[config.mk]
export PLATFORM = sky130hd
export DESIGN_NAME = mine_placer
export DESIGN_NICKNAME = d
export VERILOG_FILES = /design/src/rtl/mine_placer_pkg.sv /design/src/rtl/mine_placer_lfsr16.sv /design/src/rtl/mine_placer.sv
export SDC_FILE = /design/constraint.sdc
export NUM_CORES = 1
export LEC_CHECK = 0
export ABC_AREA = 1
export BUFFER_PORTS_ARGS = -buffer_cell sky130_fd_sc_hd__buf_2
export CAP_MARGIN = 0
export CORE_UTILIZATION = 35
export DETAILED_ROUTE_END_ITERATION = 16
export PLACE_DENSITY_LB_ADDON = 0.08
export SYNTH_ARGS = -nofsm -noshare
export SYNTH_HDL_FRONTEND = slang
export SYNTH_SLANG_ARGS = --single-unit
[constraint.sdc]
create_clock -name clk -period 1.85 [get_ports clk]
set_input_delay 0.555 -clock clk [delete_from_list [all_inputs] [get_ports clk]]
set_output_delay 0.555 -clock clk [all_outputs]
set_load 0.005 [all_outputs]
[src/rtl/mine_placer_pkg.sv]
// Shared definitions for the mine placer: FSM state encoding and the LFSR step.
package mine_placer_pkg;

  typedef enum logic [2:0] {
    IDLE  = 3'd0,
    CLEAR = 3'd1,
    PICK  = 3'd2,
    CHECK = 3'd3,
    WRITE = 3'd4,
    INC   = 3'd5,
    DONE  = 3'd6
  } state_t;

  // Fibonacci LFSR, taps 16,14,13,11, shifting towards the MSB.
  function automatic logic [15:0] lfsr_step(input logic [15:0] q);
    return {q[14:0], q[15] ^ q[13] ^ q[12] ^ q[10]};
  endfunction

endpackage

[src/rtl/mine_placer_lfsr16.sv]
// Free-running 16-bit LFSR; an all-zero state (which would lock up) reloads the seed.
module lfsr16
  import mine_placer_pkg::*;
(
  input  logic        clk,
  input  logic        reset,
  input  logic [15:0] seed,
  output logic [15:0] q
);

  always_ff @(posedge clk or negedge reset) begin
    if (!reset) begin
      q <= seed;
    end else if (q == 16'd0) begin
      q <= seed;
    end else begin
      q <= lfsr_step(q);
    end
  end

endmodule

[src/rtl/mine_placer.sv]
// Clears the board, then places NUM_MINES distinct random mines (never on the safe cell)
// and strobes incAdjacent once per mine so Board accumulates neighbour counts.
module mine_placer
  import mine_placer_pkg::*;
#(
  parameter int          WIDTH     = 8,
  parameter int          HEIGHT    = 8,
  parameter int          BUS_WIDTH = 8,
  parameter int          NUM_MINES = 10,
  parameter logic [15:0] SEED      = 16'hACE1
) (
  input  logic                       clk,
  input  logic                       reset,
  input  logic                       start,
  input  logic [$clog2(WIDTH)-1:0]   safeX,
  input  logic [$clog2(HEIGHT)-1:0]  safeY,
  input  logic [BUS_WIDTH-1:0]       readValue,
  output logic [$clog2(WIDTH)-1:0]   readX,
  output logic [$clog2(HEIGHT)-1:0]  readY,
  output logic                       writeEn,
  output logic                       incAdjacent,
  output logic [$clog2(WIDTH)-1:0]   writeX,
  output logic [$clog2(HEIGHT)-1:0]  writeY,
  output logic [BUS_WIDTH-1:0]       writeValue,
  output logic                       busy,
  output logic                       done
);

  localparam int XW       = $clog2(WIDTH);
  localparam int YW       = $clog2(HEIGHT);
  localparam int MINE_BIT = BUS_WIDTH - 1;
  localparam int CW       = $clog2(NUM_MINES + 1);

  localparam logic [XW-1:0]        X_LAST    = XW'(WIDTH - 1);
  localparam logic [YW-1:0]        Y_LAST    = YW'(HEIGHT - 1);
  localparam logic [CW-1:0]        CNT_LAST  = CW'(NUM_MINES - 1);
  localparam logic [BUS_WIDTH-1:0] MINE_MASK = {1'b1, {(BUS_WIDTH-1){1'b0}}};

  state_t        state, state_next;
  logic [XW-1:0] safe_x, cell_x, cand_x;
  logic [YW-1:0] safe_y, cell_y, cand_y;
  logic [CW-1:0] mine_cnt;
  logic [15:0]   lfsr_q;
  logic          clear_last;
  logic          cand_reject;
  logic          unused_lfsr;

  lfsr16 u_lfsr (
    .clk   (clk),
    .reset (reset),
    .seed  (SEED),
    .q     (lfsr_q)
  );

  assign unused_lfsr = ^lfsr_q[15:XW+YW];
  assign clear_last  = (cell_x == X_LAST) && (cell_y == Y_LAST);

  // Out-of-range tests only matter when the board is not a power of two wide/high.
  assign cand_reject = (int'(cand_x) >= WIDTH) || (int'(cand_y) >= HEIGHT) ||
                       ((cand_x == safe_x) && (cand_y == safe_y)) ||
                       readValue[MINE_BIT];

  always_ff @(posedge clk or negedge reset) begin
    if (!reset) begin
      state <= IDLE;
    end else begin
      state <= state_next;
    end
  end

  always_comb begin
    state_next  = state;
    readX       = '0;
    readY       = '0;
    writeEn     = 1'b0;
    incAdjacent = 1'b0;
    writeX      = '0;
    writeY      = '0;
    writeValue  = '0;
    done        = 1'b0;
    case (state)
      IDLE: begin
        if (start) state_next = CLEAR;
      end
      CLEAR: begin
        writeEn = 1'b1;
        writeX  = cell_x;
        writeY  = cell_y;
        if (clear_last) state_next = PICK;
      end
      PICK: state_next = CHECK;
      CHECK: begin
        readX      = cand_x;
        readY      = cand_y;
        state_next = cand_reject ? PICK : WRITE;
      end
      WRITE: begin
        // Keep the read address on the candidate so its accumulated count survives.
        readX      = cand_x;
        readY      = cand_y;
        writeEn    = 1'b1;
        writeX     = cand_x;
        writeY     = cand_y;
        writeValue = readValue | MINE_MASK;
        state_next = INC;
      end
      INC: begin
        incAdjacent = 1'b1;
        writeX      = cand_x;
        writeY      = cand_y;
        state_next  = (mine_cnt == CNT_LAST) ? DONE : PICK;
      end
      DONE: begin
        done       = 1'b1;
        state_next = IDLE;
      end
      default: state_next = IDLE;
    endcase
  end

  always_ff @(posedge clk or negedge reset) begin
    if (!reset) begin
      safe_x   <= '0;
      safe_y   <= '0;
      cell_x   <= '0;
      cell_y   <= '0;
      cand_x   <= '0;
      cand_y   <= '0;
      mine_cnt <= '0;
    end else begin
      case (state)
        IDLE: begin
          if (start) begin
            safe_x <= safeX;
            safe_y <= safeY;
            cell_x <= '0;
            cell_y <= '0;
          end
        end
        CLEAR: begin
          if (cell_x == X_LAST) begin
            cell_x <= '0;
            cell_y <= (cell_y == Y_LAST) ? '0 : cell_y + YW'(1);
          end else begin
            cell_x <= cell_x + XW'(1);
          end
        end
        PICK: begin
          cand_x <= lfsr_q[XW-1:0];
          cand_y <= lfsr_q[XW+YW-1:XW];
        end
        INC:     mine_cnt <= mine_cnt + CW'(1);
        DONE:    mine_cnt <= '0;
        default: ;
      endcase
    end
  end

  assign busy = (state != IDLE) && (state != DONE);

endmodule

### Word-level counts from Yosys, hierarchy flattened

Index checks and enable logic that the tools add are counted.

* register bits after elaboration: 41
* logic and storage cells: 67

* add/subtract/negate cells: 3
* eq/ne operators: 15
* multiplexer cells: 21
* bitwise operators: 3
* reduce and logical (&&, ||, !) cells: 16

Operators with widths (count)
* $mux 3: 10
* $pmux 3 s2: 4
* $pmux 3 s6: 1
* $logic_not 16->1: 1
* $mux 16: 1
* $eq 3x3->1 const B: 5
* $mux 8: 1
* $pmux 4 s2: 1
* $add 3x1->3 const B: 2
* $eq 3x2->1 const B: 2
* $eq 3x3->1: 2
* $ne 2x2->1 const B: 3
* $reduce_and 2->1: 3
* $reduce_or 2->1: 3
* $add 4x1->4 const B: 1
* $eq 4x4->1 const B: 1
* $reduce_bool 2->1: 2
* $eq 3x1->1 const B: 1
* $logic_and 1x1->1: 3
* $logic_not 3->1: 1
* $mux 1: 3
* $ne 3x3->1 const B: 1
* $reduce_and 3->1: 1
* $reduce_bool 3->1: 1
* other kinds (2): 4

### Longest topological paths before layout

* depth after elaboration: 5
* depth in mapped cells: 8

### Worst setup path after synthesis

OpenSTA, ideal clock, no wires.

* kind: register to output
* from: register state[2]
* to: output port readX[0]
* arrival time: 1023 ps
* data required time: 1295 ps
* path slack: 272 ps
* cell stages (with the launch flop): 5
* cell sequence: dfrtp_1 buf_6 nor3_1 nor2_2 nor2_1

* cells in the longest elaborated chain, start to end: 3
* elaborated cells between the ends (all ways): 4
* classes of those cells: eq/ne: 2; mux: 1; reduce/logical: 1

Ends and longest elaborated chain
* start: declaration: RTL line mine_placer.sv:39 `state_t state, state_next;`
* start signal: assignment: RTL line mine_placer.sv:67 `state <= state_next;`
* $eq 3x3->1 or $eq 3x2->1 (tied branches): RTL line mine_placer.sv:81 `case (state)`
* $reduce_or 2->1 (no source line) (*)
* $mux 3 (*): RTL line mine_placer.sv:81
* end: declaration: RTL line mine_placer.sv:18 `output logic [$clog2(WIDTH)-1:0] readX,`

Every way passes the cells marked *; elsewhere a longest branch is shown, timed or not.

### Final worst setup path

* from: register state[0]
* to: output port readY[0]

* cells in the longest elaborated chain, start to end: 3
* elaborated cells between the ends (all ways): 4
* classes of those cells: eq/ne: 2; mux: 1; reduce/logical: 1

Ends and longest elaborated chain
* $eq 3x3->1 or $eq 3x2->1 (tied branches): RTL line mine_placer.sv:81
* $reduce_or 2->1 (no source line) (*)
* $mux 3 (*): RTL line mine_placer.sv:81
* end: declaration: RTL line mine_placer.sv:19 `output logic [$clog2(HEIGHT)-1:0] readY,`

Marks and branches as above.

==> results.tsv <==
stage	metric	value	unit
setup_path	Critical Path Slowest Stage Cell	dfrtp_1	
sta	final setup margin	-90.59	ps
power	Leakage Power	1.310	nW
floorplanning	total die area	0.005968	sq mm
global_routing	M3 GR Usage	0.04048	
power	Net Switching	1.408	mW
cts	CTS Hold Bufs	0	
yosys	Post-Syn Area	0.001982	sq mm
cts	CTS tree	yes	
global_routing	Overflow after GRT	0	
layout	fillcell total	571	
worst_hold_path	Hold Path Class	primary input to async pin	
routing	DR iter-0 viols	46	
power	pwr dens	1387	mW/mm^2
floorplanning	io pins	41	
setup_path	flop2flop setup slack	350	ps
sta	final setup violation count	21	
cts	root buffer cell	clkbuf_8	
placement	Setup WS pre-CTS	88.52	ps
status	failing checks	negative setup slack	
layout	Util after Layout	0.4543	
layout	area of the multi-input gates	777.0	sq um
yosys	YS warnings	0	
placement	dpl hpwl	2957	microns
placement	DP Area	0.002265	sq mm
power	internal power	2.041	mW
yosys	Synth Net Count	266	
yosys	sequential area share after synthesis	0.5227	
layout	register area	0.001037	sq mm
global_routing	GRT Total Usage	0.1568	
routing	vias post-DR	1591	
floorplanning	initial core utilization	0.3621	
yosys	Synth Register Bits	41	
power	Reg power frac	0.380	
setup_path	endpoint type of the worst setup path	primary output	
cts	total CTS buffers	5	
global_routing	global-route wire length before repair	7307	microns
setup_path	CP peak stage delay	390	ps
global_routing	vias in the first global route	1499	
sta	post-route minimum period	1941	ps
global_routing	largest net degree at the start of global routing	42	
global_routing	met1 Use GR	0.2234	
yosys	Synth cell types	24	
cts	clk buf depth	2	
power	Total Power	3.449	mW
placement	Placed Instances	349	
routing	average wire per standard cell	11.52	microns
power	maximum vdd drop	0.0006036	V
floorplanning	chip width	77.25	microns
placement	Final Wtd Congestion	0.7419	
layout	n_diodes	0	
sta	final period utilization	1.049	
layout	Final Non-Filler Cells	365	
setup_path	Setup CP Type	flop to primary output	
setup_path	critical path's top delay family	flip-flops	
floorplanning	Rows	27	
power	Gate power share	0.451	
placement	# port buffers	40	
yosys	Synth Area per Inst	8.156	sq um
routing	drt total wl	4203	microns
floorplanning	die height	77.25	microns
sta	f_max	0.5153	GHz
power	Switching Fraction	0.4082	
run	Max-Cap Viols	0	
setup_path	critical path cell sequence	inv_2 -> buf_6 -> nor3_4 -> nor2_4 -> nor2_1 -> buf_2	
layout	final net count	315	
setup_path	Critical Path Start Type	flop	
global_routing	global routing's busiest layer	met2	
routing	drc violations	0	
cts	# H-tree levels	2	
layout	Layout area overhead	25.44	%
global_routing	antenna violations before repair	0	
sta	Max-slew headroom	0.7609	
status	status	complete, but fails checks	
floorplanning	floorplan core area	0.005473	sq mm
routing	post-route ant nets	0	
cts	clock sink count	41	
cts	Clock transition at path regs	80	ps
setup_path	CP max FO	6	
sta	Final Slew Violations	0	
yosys	Cells after Synth	243	
routing	DRT Pass-1 Iters	6	
power	Clock Power Share	0.169	
sta	RSZ-0062 raised after global routing	true	
setup_path	Critical path buffers and inverters	3	
setup_path	Req. time, crit path	1290	ps
global_routing	met2 Use GR	0.2301	
layout	layout cells sized above 1	0.3311	
layout	Final Cell Area	0.002486	sq mm
routing	vias per cell	4.359	
sta	worst slew pin tran	357.6	ps
sta	skew final	5.973	ps
cts	worst skew pair latency	290	ps
sta	Final Hold Viols	0	
setup_path	crit path DAT	1390	ps
[worst register-to-register path, cell delays in order (launching register included)]
cell and delay [ps]:
dfrtp_1 390, inv_2 100, nand2_2 80, nor2_4 130, buf_6 130, buf_4 130
nand2_1 70, nand4_1 220, o21ai_0 120
[cells in the mapped netlist]
cell type | count | area share
nand2_1 | 58 | 0.11
inv_1 | 41 | 0.078
dfrtp_1 | 33 | 0.42
nor2_1 | 22 | 0.042
o21ai_0 | 21 | 0.053
nand3_1 | 9 | 0.023
clkbuf_1 | 8 | 0.015
dfstp_2 | 8 | 0.11
ha_1 | 6 | 0.038
o22ai_1 | 5 | 0.016
inv_2 | 4 | 0.0076
nor4_1 | 4 | 0.013
xnor2_1 | 4 | 0.018
a21oi_1 | 3 | 0.0076
nand2_2 | 3 | 0.0095
o21ai_1 | 3 | 0.0076
buf_6 | 2 | 0.011
nand4_1 | 2 | 0.0063
nor2_2 | 2 | 0.0063
buf_2 | 1 | 0.0025
buf_4 | 1 | 0.0038
nor3_1 | 1 | 0.0025
o211ai_1 | 1 | 0.0038
o21ai_2 | 1 | 0.0044
[cell families (layout without fill, tap and decap cells)]
family | count (synthesis) | in the layout | synth area share
AND/OR/NAND/NOR | 101 | 101 | 0.2115
buffers and inverters | 57 | 107 | 0.1181
AO/OA/AOI/OAI | 34 | 34 | 0.09217
flip-flops | 41 | 41 | 0.5227
adder cells (fa/ha/maj) | 6 | 6 | 0.03788
XOR/XNOR | 4 | 4 | 0.01767
[cell type report]
class,count,area share
timing repair buffer,54,0.1309
multi-input combinational,145,0.3125
clock inverter,2,0.006039
clock buffer,6,0.02919
inverter,45,0.06794
tap,72,0.03624
sequential,41,0.4172
[power groups by stage]
| stage | registers, mW | clock network (mW) | logic (mW) |
|---|---|---|---|
| final | 1.31 | 0.583 | 1.55 |
| after global routing | 1.35 | 0.645 | 1.79 |
| after CTS | 1.31 | 0.610 | 1.49 |
| after detailed placement | 1.31 | 0 | 1.32 |
| after global placement | 1.31 | 0 | 1.32 |
| after floorplan | 1.26 | 0 | 0.939 |
[per-stage QoR]
stage	setup TNS (ps)	hold WS, ps
6_report	-1029	212.4
5_1_grt	-3165	224.9
3_5_place_dp	0	373.7
3_3_place_gp	0	364.4
4_1_cts	-1172	219.4
2_1_floorplan	0	259.4
[path summary, 6_finish.rpt]
path	from	end	cells past startpoint
min in group clk	u_lfsr.q[8]	u_lfsr.q[9]	0
min reg2reg	u_lfsr.q[8]	u_lfsr.q[9]	0
max in group asynchronous	reset	u_lfsr.q[6]	2
min	reset	safe_x[1]	2
max	state[0]	readY[0]	6
max reg2reg	state[1]	cell_y[1]	8
[placed cells by master (no fill, tap or decap), drive strengths merged]
| cell | n |
|---|---|
| clkinvlp | 2 |
| o21ai | 25 |
| nor3 | 1 |
| xnor2 | 4 |
| clkbuf | 6 |
| o22ai | 5 |
| nand3 | 9 |
| nor4 | 4 |
| nand2 | 61 |
| ha | 6 |
| buf | 54 |
| inv | 45 |
| dfrtp | 33 |
| o211ai | 1 |
| a21oi | 3 |
| nor2 | 24 |
| nand4 | 2 |
| dfstp | 8 |
[sequential cells by signal, indices dropped and copies added, names as in the netlist]
signal    flops
safe_y        3
u_lfsr.q     16
cell_y        3
state         3
mine_cnt      4
safe_x        3
cand_x        3
cell_x        3
cand_y        3
[routing by layer]
metal / share of wire / wire, microns
met1: 0.49 / 2058
met5: 0 / 0
met2: 0.46 / 1934
met4: 0.0067 / 28
met3: 0.043 / 181
[repair_timing]
item,4_1_cts,5_1_grt
pin swaps,1,4
buffers inserted,5,3
resized for setup,19,7
endpoints found under the setup margin,21,22
Power figures use the tool's default switching activity.
